File: src/rtl/nios_uart_mem_pkg.sv
// Shared types and constants for the Nios/UART on-chip RAM arbiter.
// Holds bus widths, the default RAM depth and error word, the port id
// type, the Avalon-MM request bundle used to mux the two masters, and
// the two-requester round-robin pick function.
package nios_uart_mem_pkg;

  localparam int ADDR_W        = 14;
  localparam int DATA_W        = 32;
  localparam int BE_W          = 4;
  localparam int DEPTH_DEFAULT = 8750;
  localparam logic [DATA_W-1:0] ERR_WORD_DEFAULT = 32'hDEAD_BEEF;

  typedef logic port_id_t;

  typedef struct packed {
    logic [ADDR_W-1:0] address;
    logic [BE_W-1:0]   byteenable;
    logic              read;
    logic              write;
    logic [DATA_W-1:0] writedata;
  } avmm_req_t;

  // Round-robin pick for two requesters: a lone requester always wins,
  // under contention the port that did not win last time goes first.
  function automatic logic [1:0] rr_pick(input logic [1:0] req, input port_id_t last);
    logic [1:0] g;
    g = 2'b00;
    case (req)
      2'b01:   g = 2'b01;
      2'b10:   g = 2'b10;
      2'b11:   g = last ? 2'b01 : 2'b10;
      default: g = 2'b00;
    endcase
    return g;
  endfunction

endpackage

File: src/rtl/nios_uart_onchip_mem_arbiter_rr_arb2.sv
// Two-requester round-robin arbiter.
// Ports:
//   clk, reset : clock and synchronous active-high reset
//   req[1:0]   : request per port
//   grant[1:0] : one-hot grant, combinational from req; all-zero in reset
// last_grant resets to 1 so port 0 wins the first contention, and only
// moves in cycles that actually issue a grant.
module rr_arb2
  import nios_uart_mem_pkg::*;
(
  input  logic       clk,
  input  logic       reset,
  input  logic [1:0] req,
  output logic [1:0] grant
);

  port_id_t last_grant;

  always_comb begin
    grant = 2'b00;
    if (!reset) begin
      grant = rr_pick(req, last_grant);
    end
  end

  always_ff @(posedge clk) begin
    if (reset) begin
      last_grant <= 1'b1;
    end else if (|grant) begin
      last_grant <= grant[1];
    end
  end

endmodule

File: src/rtl/nios_uart_onchip_mem_arbiter.sv
// Shares the single-port on-chip RAM (s1) between the Nios II data
// master (port 0) and the UART boot/debug master (port 1).
// Ports:
//   clk, reset                 : clock, synchronous active-high reset
//   pN_address/byteenable/read/write/writedata : Avalon-MM request, port N
//   pN_waitrequest             : request not accepted this cycle
//   pN_readdata/readdatavalid  : read response, one cycle after grant
//   pN_oob_err                 : sticky out-of-range access flag
//   mem_*                      : RAM request side, mem_readdata is RAM q
// One grant per cycle, combinational from the requests. Accesses at or
// beyond DEPTH never reach the RAM: writes are dropped, reads are
// answered with ERR_WORD. Both raise the requesting port's oob flag.
module nios_uart_onchip_mem_arbiter
  import nios_uart_mem_pkg::*;
#(
  parameter int unsigned       DEPTH    = DEPTH_DEFAULT,
  parameter logic [DATA_W-1:0] ERR_WORD = ERR_WORD_DEFAULT
) (
  input  logic              clk,
  input  logic              reset,

  input  logic [ADDR_W-1:0] p0_address,
  input  logic [BE_W-1:0]   p0_byteenable,
  input  logic              p0_read,
  input  logic              p0_write,
  input  logic [DATA_W-1:0] p0_writedata,
  output logic              p0_waitrequest,
  output logic [DATA_W-1:0] p0_readdata,
  output logic              p0_readdatavalid,
  output logic              p0_oob_err,

  input  logic [ADDR_W-1:0] p1_address,
  input  logic [BE_W-1:0]   p1_byteenable,
  input  logic              p1_read,
  input  logic              p1_write,
  input  logic [DATA_W-1:0] p1_writedata,
  output logic              p1_waitrequest,
  output logic [DATA_W-1:0] p1_readdata,
  output logic              p1_readdatavalid,
  output logic              p1_oob_err,

  output logic [ADDR_W-1:0] mem_address,
  output logic [BE_W-1:0]   mem_byteenable,
  output logic              mem_chipselect,
  output logic              mem_write,
  output logic [DATA_W-1:0] mem_writedata,
  output logic              mem_clken,
  input  logic [DATA_W-1:0] mem_readdata
);

  function automatic logic in_range(input logic [ADDR_W-1:0] addr);
    return 32'(addr) < DEPTH;
  endfunction

  avmm_req_t         req0;
  avmm_req_t         req1;
  avmm_req_t         sel;
  logic [1:0]        req;
  logic [1:0]        grant;
  logic              grant_any;
  port_id_t          sel_port;
  logic              sel_ok;
  logic              sel_rd;

  logic [ADDR_W-1:0] addr_hold;
  logic [BE_W-1:0]   be_hold;
  logic [DATA_W-1:0] wdata_hold;

  logic              rsp_vld_p1;
  port_id_t          rsp_port_p1;
  logic              rsp_oob_p1;
  logic [1:0]        oob_err;
  logic [DATA_W-1:0] rsp_data_p1;

  // Stage 0: request capture, arbitration and RAM request mux
  always_comb begin
    req0            = '0;
    req0.address    = p0_address;
    req0.byteenable = p0_byteenable;
    req0.read       = p0_read;
    req0.write      = p0_write;
    req0.writedata  = p0_writedata;
    req1            = '0;
    req1.address    = p1_address;
    req1.byteenable = p1_byteenable;
    req1.read       = p1_read;
    req1.write      = p1_write;
    req1.writedata  = p1_writedata;
  end

  assign req = {p1_read | p1_write, p0_read | p0_write};

  rr_arb2 u_arb (
    .clk   (clk),
    .reset (reset),
    .req   (req),
    .grant (grant)
  );

  assign grant_any = |grant;
  assign sel_port  = grant[1];
  assign sel       = sel_port ? req1 : req0;
  assign sel_ok    = in_range(sel.address);
  // Read+write together is treated as a write, so it gets no response.
  assign sel_rd    = sel.read & ~sel.write;

  assign p0_waitrequest = reset | (req[0] & ~grant[0]);
  assign p1_waitrequest = reset | (req[1] & ~grant[1]);

  // Address, byte lanes and write data park on the last granted values
  // when idle so the RAM inputs do not toggle needlessly.
  always_ff @(posedge clk) begin
    if (reset) begin
      addr_hold  <= '0;
      be_hold    <= '0;
      wdata_hold <= '0;
    end else if (grant_any) begin
      addr_hold  <= sel.address;
      be_hold    <= sel.byteenable;
      wdata_hold <= sel.writedata;
    end
  end

  always_comb begin
    mem_address    = '0;
    mem_byteenable = '0;
    mem_writedata  = '0;
    if (!reset) begin
      mem_address    = grant_any ? sel.address    : addr_hold;
      mem_byteenable = grant_any ? sel.byteenable : be_hold;
      mem_writedata  = grant_any ? sel.writedata  : wdata_hold;
    end
  end

  assign mem_chipselect = grant_any & sel_ok;
  assign mem_write      = mem_chipselect & sel.write;
  assign mem_clken      = ~reset;

  // Stage 1: response routing, aligned with the RAM's one-cycle q
  always_ff @(posedge clk) begin
    if (reset) begin
      rsp_vld_p1  <= 1'b0;
      rsp_port_p1 <= 1'b0;
      rsp_oob_p1  <= 1'b0;
      oob_err     <= 2'b00;
    end else begin
      rsp_vld_p1  <= grant_any & sel_rd;
      rsp_port_p1 <= sel_port;
      rsp_oob_p1  <= ~sel_ok;
      oob_err     <= oob_err | (grant & {2{~sel_ok}});
    end
  end

  assign rsp_data_p1 = rsp_oob_p1 ? ERR_WORD : mem_readdata;

  // Gating with reset keeps a response already in flight from leaking out
  // during the reset cycle itself.
  assign p0_readdatavalid = ~reset & rsp_vld_p1 & ~rsp_port_p1;
  assign p1_readdatavalid = ~reset & rsp_vld_p1 &  rsp_port_p1;
  assign p0_readdata      = p0_readdatavalid ? rsp_data_p1 : '0;
  assign p1_readdata      = p1_readdatavalid ? rsp_data_p1 : '0;
  assign p0_oob_err       = ~reset & oob_err[0];
  assign p1_oob_err       = ~reset & oob_err[1];

endmodule

File: config.mk
export PLATFORM = sky130hd
export DESIGN_NAME = nios_uart_onchip_mem_arbiter
export DESIGN_NICKNAME = d
export VERILOG_FILES = /design/src/rtl/nios_uart_mem_pkg.sv /design/src/rtl/nios_uart_onchip_mem_arbiter_rr_arb2.sv /design/src/rtl/nios_uart_onchip_mem_arbiter.sv
export SDC_FILE = /design/constraint.sdc
export NUM_CORES = 1
export LEC_CHECK = 0
export BUFFER_PORTS_ARGS = -buffer_cell sky130_fd_sc_hd__clkbuf_2
export CAP_MARGIN = 20
export CORE_AREA = 2 2 100 102
export DETAILED_ROUTE_END_ITERATION = 6
export DIE_AREA = 0 0 102 104
export GPL_ROUTABILITY_DRIVEN = 0
export PLACE_DENSITY = 0.7
export SETUP_SLACK_MARGIN = 0.4
export SYNTH_ARGS = -nofsm -noshare
export SYNTH_HDL_FRONTEND = slang
export SYNTH_HIERARCHICAL = 1
export SYNTH_SLANG_ARGS = --single-unit
File: constraint.sdc
create_clock -name clk -period 4.1 [get_ports clk]
set_input_delay 0.82 -clock clk [delete_from_list [all_inputs] [get_ports clk]]
set_output_delay 0.82 -clock clk [all_outputs]
set_load 0.02 [all_outputs]
==> results.toml, run 1 <==
[status]
status = "finished, final reports clean"

[synthesis]
synthMuxAreaShare_pct = 16.08
synth_top_area_share_pct = 36.57
synth_edf_count = 0
synth_cells = 428
synth_warnings = 6
ys_types = 35
synth_nets = 566
syn_avg_cell_area_um2 = 7.162
yosys.area_share.simple_pct = 30.37
seq_area_frac_synth_pct = 36.57
synth_compound_area_share_pct = 11.39
synth_top_family_by_area = "simple AND/OR/NAND/NOR gates"
synth_commonest_cells = "nor2_1 (183), dfxtp_1 (56), mux2i_1 (47)"
synth_ff_type = "dfxtp_1"
syn_area_um2 = 3065
synth_xor_area_share_pct = 0
ys_top_cells_by_area = "dfxtp_1 (37%), nor2_1 (22%), mux2i_1 (15%), a21oi_1 (7.5%), clkbuf_1 (2.9%)"
async_flop_share_pct = 0
ys_ff_latch = 56
yosysMostFrequentCell = "nor2_1"
yosysTopAreaCell = "dfxtp_1"
synthAdderAreaFrac_pct = 0

[clock_network]
htreeDepth = 2
cts_tree = "built"
clk_path_buf_depth = 2
cts_buffers = 5
clk_latency_ns = 0.30
hold_buffers = 0
cts.sinks = 56
clkTransAtPathRegs_ns = 0.10
cts_root_buffer = "clkbuf_8"

[floorplanning]
dieWidth_um = 102
pin_count = 261
rows = 36
core_um2 = 9549
die_y_um = 104
start_util_pct = 32.10
die_area_um2 = 10610

[finish]
fillCellCount = 945
antenna_cells = 0
regArea_um2 = 1121
final_nets = 814
final_core_util_pct = 49.79
multi_input_area_um2 = 1829
area_delta_synth_final_pct = 55.10
drive_above_1_share_pct = 44.02
fin_cells = 810

[setup_path]
cp_max_fo = 3
cp_cell_sequence = "buf_8, nor2_4, inv_2, a211oi_4, buf_6, or4b_4, a222oi_1, a2bb2oi_2, and3_4, buf_6"
cp.arrival_ns = 2.86
critPathCaptureType = "primary output"
crit_slowest_cell = "or4b_4"
crit_family = "compound AO/OA/AOI/OAI gates"
max_stage_delay_ns = 0.46
criticalPathCategory = "in -> out"
start_kind = "primary input"
cp_data_required_time_ns = 3.28
path_buf_inv = 4
cp_common_cell = "buf_6"

[detailed_routing]
num_vias = 3788
drc = 0
first_pass_iters = 4
drt-wirelength-per-cell_um = 13.28
viasPerCell = 4.677
drt_iter0_drc = 137
final_antenna_net_count = 0
wl_mm = 10.76

[placed_design]
dp.cells = 796
numPortBuffers = 260
hpwl_mm = 8.382

[power_and_ir_drop]
vdd_ir_drop_max_uv = 230.8
power_leakage_nw = 2.557
power_mw = 1.406
powerDensity_nw_per_um2 = 295.8

[sta]
fin_skew_ns = 0.007525
slew_viol_final = 0
rsz0062_at_grt = "true"
slew_headroom_pct = 36.28
fmax_mhz = 271.6
min_period_over_period_pct = 89.80
worst_pin_slew_ns = 0.9545
hold_viol_final = 0
fin_crit_ns = 3.682
setup_viol = 0
tns_ns = 0

[global_route]
grt_max_degree = 57
grtUsageTotal_pct = 18.25
grt_pass1_vias = 3441
grt_pass1_wl_mm = 15.73
antenna_found_initial = 0
grt_overflow_total = 0

[hold_path]
hold_path_class = "reg -> reg"

[flow_run]
cap_violations = 0
[worst register-to-register path, cell delays in order (launching register included)]
cell	delay, ns
dfxtp_1	0.43
a211oi_4	0.11
buf_6	0.14
buf_8	0.12
or4_4	0.54
a222oi_1	0.34
a2bb2oi_2	0.14
buf_4	0.16
o21bai_1	0.13
[routing by layer]
metal / vias to the layer above / track usage [%] / share of wire [%]
met5: - / 0 / 0
met4: 0 / 6.667 / 2.3
met3: 18 / 4.906 / 8.5
met2: 177 / 35.34 / 52
met1: 1684 / 17.91 / 37
li1: 1909 / - / -
[cells in the final DEF, fill, tap and decap left out, types with 2 or more instances in the layout]
| cell | synthesis | routed |
|---|---|---|
| buf_8 | 0 | 2 |
| dfxtp_1 | 56 | 56 |
| a211oi_1 | 5 | 4 |
| buf_12 | 0 | 2 |
| nor2_4 | 0 | 2 |
| nor2b_1 | 8 | 8 |
| mux2_2 | 2 | 2 |
| nor3_1 | 4 | 3 |
| clkbuf_2 | 0 | 255 |
| or4b_4 | 0 | 2 |
| nand4_1 | 2 | 2 |
| clkbuf_8 | 0 | 5 |
| buf_4 | 0 | 7 |
| or4_4 | 1 | 2 |
| o21ai_0 | 3 | 3 |
| mux2i_1 | 47 | 47 |
| o21bai_1 | 2 | 2 |
| nor2_1 | 183 | 181 |
| inv_1 | 9 | 6 |
| nand3_1 | 2 | 2 |
| nand2_1 | 2 | 2 |
| buf_6 | 1 | 6 |
| a21oi_1 | 46 | 46 |
| inv_2 | 0 | 3 |
| nand2b_1 | 8 | 8 |
[repair_timing]
item / CTS / global route
setup buffers: 1 / 4
cloned: 0 / 1
pin swaps: 1 / 8
endpoints found under the setup margin: 3 / 4
gates resized for setup: 4 / 32
[logic make-up (layout without fill, tap and decap cells)]
group,Yosys count,count (layout)
AOI/OAI and AO/OA,61,61
DFF,56,56
buffers and inverters,42,291
muxes,49,49
and+or+nand+nor,220,220
[registers in the layout (all words and copies together) (netlist names)]
register	count
rsp_port_p1	1
wdata_hold	32
rsp_vld_p1	1
rsp_oob_p1	1
be_hold	4
u_arb/last_grant	1
addr_hold	14
oob_err	2
[worst paths after layout]
check	slack (ns)	end	start	cells after the start
max	0.42	mem_write	p0_read	10
min reg2reg	0.52	addr_hold[13]$_DFF_P_	addr_hold[13]$_DFF_P_	2
min	0.52	addr_hold[13]$_DFF_P_	addr_hold[13]$_DFF_P_	2
max reg2reg	1.92	oob_err[0]$_SDFF_PP0_	u_arb/last_grant$_SDFFE_PP1P_	8
[layout make-up]
| class | instances | share of cell area, % |
|---|---|---|
| flip-flops and latches | 56 | 23.58 |
| clock buffers | 6 | 1.526 |
| inverters | 9 | 0.7105 |
| well taps | 133 | 3.500 |
| repair buffers | 274 | 31.47 |
| clock inverters | 2 | 0.7368 |
| multi-input cells | 330 | 38.47 |
[through the flow]
step           area [um2]  hold slack [ns]  setup WS (ns)
6_report             4755           0.5174         0.4184
5_1_grt              4755           0.5498         0.3339
4_1_cts              4619           0.5127         0.3920
3_5_place_dp         4486           0.4990         0.2045
3_3_place_gp         4486           0.4911         0.3478
2_1_floorplan        3065           0.4800         0.5889
[where the power goes]
part / internal [mW] / total, mW / switching, mW
registers: 0.589 / 0.607 / 0.0178
logic: 0.189 / 0.443 / 0.254
clock network: 0.182 / 0.357 / 0.175
Power figures use the tool's default switching activity.
==> run 2: changes to the inputs <==
BUFFER_PORTS_ARGS = default   (was -buffer_cell sky130_fd_sc_hd__clkbuf_2)
DONT_BUFFER_PORTS = 1   (was default)
HOLD_SLACK_MARGIN = 0.08   (was default)
PLACE_DENSITY = default   (was 0.7)
==> results.toml, run 2 (synthesized netlist as in run 1, its figures left out) <==
[floorplanning]
start_util_pct = 32.10
pin_count = 261
die_area_um2 = 10610
rows = 36
die_y_um = 104
core_um2 = 9549
dieWidth_um = 102

[finish]
final_nets = 563
top_register = "wdata_hold"
area_delta_synth_final_pct = 13.39
top_regs = "wdata_hold x32, addr_hold x14, be_hold x4"
layout_commonest_cell = "nor2_1"
largest_register_ffs = 32
final_cell_mix = "nor2_1 (183), dfxtp_1 (56), mux2i_1 (47), a21oi_1 (46), buf_4 (19)"
antenna_cells = 0
drive_above_1_share_pct = 10.35

[sta]
worst_pin_slew_ns = 0.9144
rsz0062_at_grt = "true"
hold_viol_final = 0
fmax_mhz = 278.0
min_period_over_period_pct = 87.74
slew_viol_final = 0
setup_viol = 0
fin_crit_ns = 3.597
fin_skew_ns = 0.008722
slew_headroom_pct = 38.95
tns_ns = 0

[power_and_ir_drop]
vdd_ir_drop_max_uv = 247.3
power_leakage_nw = 1.471
powerDensity_nw_per_um2 = 386.2
power_mw = 1.342

[clock_network]
cts.sinks = 56
clk_latency_ns = 0.31
hold_buffers = 0
cts_root_buffer = "clkbuf_8"
htreeDepth = 2
cts_buffers = 5
clkTransAtPathRegs_ns = 0.10
clk_path_buf_depth = 2
cts_tree = "built"

[setup_path]
reg2reg_depth = 8
criticalPathCategory = "in -> out"
start_kind = "primary input"
critPathCaptureType = "primary output"
cp.arrival_ns = 2.78
cp_max_fo = 6
timing.rr.start = "u_arb/last_grant$_SDFFE_PP1P_"
crit_slowest_cell = "or4b_4"
r2r_slack_ns = 1.77
reg2reg_to = "oob_err[0]$_SDFF_PP0_"
crit_family = "simple AND/OR/NAND/NOR gates"
cp_cell_sequence = "nor2_1, inv_2, a211oi_4, or4b_4, a222oi_1, a2bb2oi_2, and2_2"
cp_data_required_time_ns = 3.28
max_stage_delay_ns = 0.53
path_buf_inv = 1

[detailed_routing]
drc = 0
final_antenna_net_count = 0
num_vias = 2927
drt-wirelength-per-cell_um = 17.50
wl_mm = 9.766
first_pass_iters = 4
viasPerCell = 5.246
drt_iter0_drc = 217

[global_route]
grt_overflow_total = 0
grt_max_degree = 103
grt_pass1_wl_mm = 12.98
grt_pass1_vias = 2659
grtUsageTotal_pct = 15.36
antenna_found_initial = 0

[hold_path]
worstHoldStart = "addr_hold[13]$_DFF_P_"
hold-path-endpoint = "addr_hold[13]$_DFF_P_"
hold_path_class = "reg -> reg"
hold_path_depth = 2

[status]
status = "finished, final reports clean"

[placed_design]
hpwl_mm = 6.900
numPortBuffers = 0

[flow_run]
cap_violations = 0
run 2: final cells by class:
class                           count  area [um2]
Clock inverter                      2       60.06
Tap cell                          133       166.4
Inverter                            9       33.78
Timing Repair Buffer               23       210.2
Fill cell                        1015        6073
Multi-Input combinational cell    330        1815
Clock buffer                        5       68.82
Sequential cell                    56        1121
run 2: per-stage QoR:
| step | instances | util [%] | hold WS [ns] | setup slack [ns] | area (um2) |
|---|---|---|---|---|---|
| finish | 558 | 36.40 | 0.5010 | 0.5027 | 3476 |
| global route | 558 | 36.40 | 0.5212 | 0.3131 | 3476 |
| CTS | 552 | 35.59 | 0.5042 | 0.4100 | 3398 |
| detailed placement | 544 | 34.11 | 0.4897 | 0.2980 | 3257 |
| global placement | 544 | 34.11 | 0.4879 | 0.4086 | 3257 |
| floorplan | 428 | - | 0.4800 | 0.5889 | 3065 |
run 2: timing repair:
action                     4_1_cts  5_1_grt
resized for setup                2        7
buffers inserted                 1        4
setup endpoints to repair        2        2
cloned                           0        2
pin swaps                        1        2
run 2: power breakdown:
part	switching (mW)	internal, mW
combinational	0.210	0.109
sequential	0.0174	0.589
clock	0.177	0.240
run 2: how the worst max path moves through the flow:
stage	slack, ns	depth (start not counted)	to	start
3_5_place_dp	0.30	7	mem_write	p0_write
3_3_place_gp	0.41	7	mem_write	p0_write
6_report	0.50	7	mem_chipselect	p0_write
2_1_floorplan	0.59	7	mem_write	p0_write
4_1_cts	0.41	7	mem_chipselect	p0_write
5_1_grt	0.31	7	mem_address[11]	p0_write
run 2: tightest hold or removal path: cells and delay by family (launching register included):
family / cells / cell delay, ns
AO/OA/AOI/OAI: 1 / 0.06
AND/OR/NAND/NOR: 1 / 0.09
flip-flops: 1 / 0.31
run 2: routing by layer:
layer	vias up	wire length, um	GRT usage [%]
li1	1397	-	-
met1	1338	3540	14.56
met5	-	0	0
met2	182	5024	28.90
met3	10	1078	6.922
met4	0	123	4.571
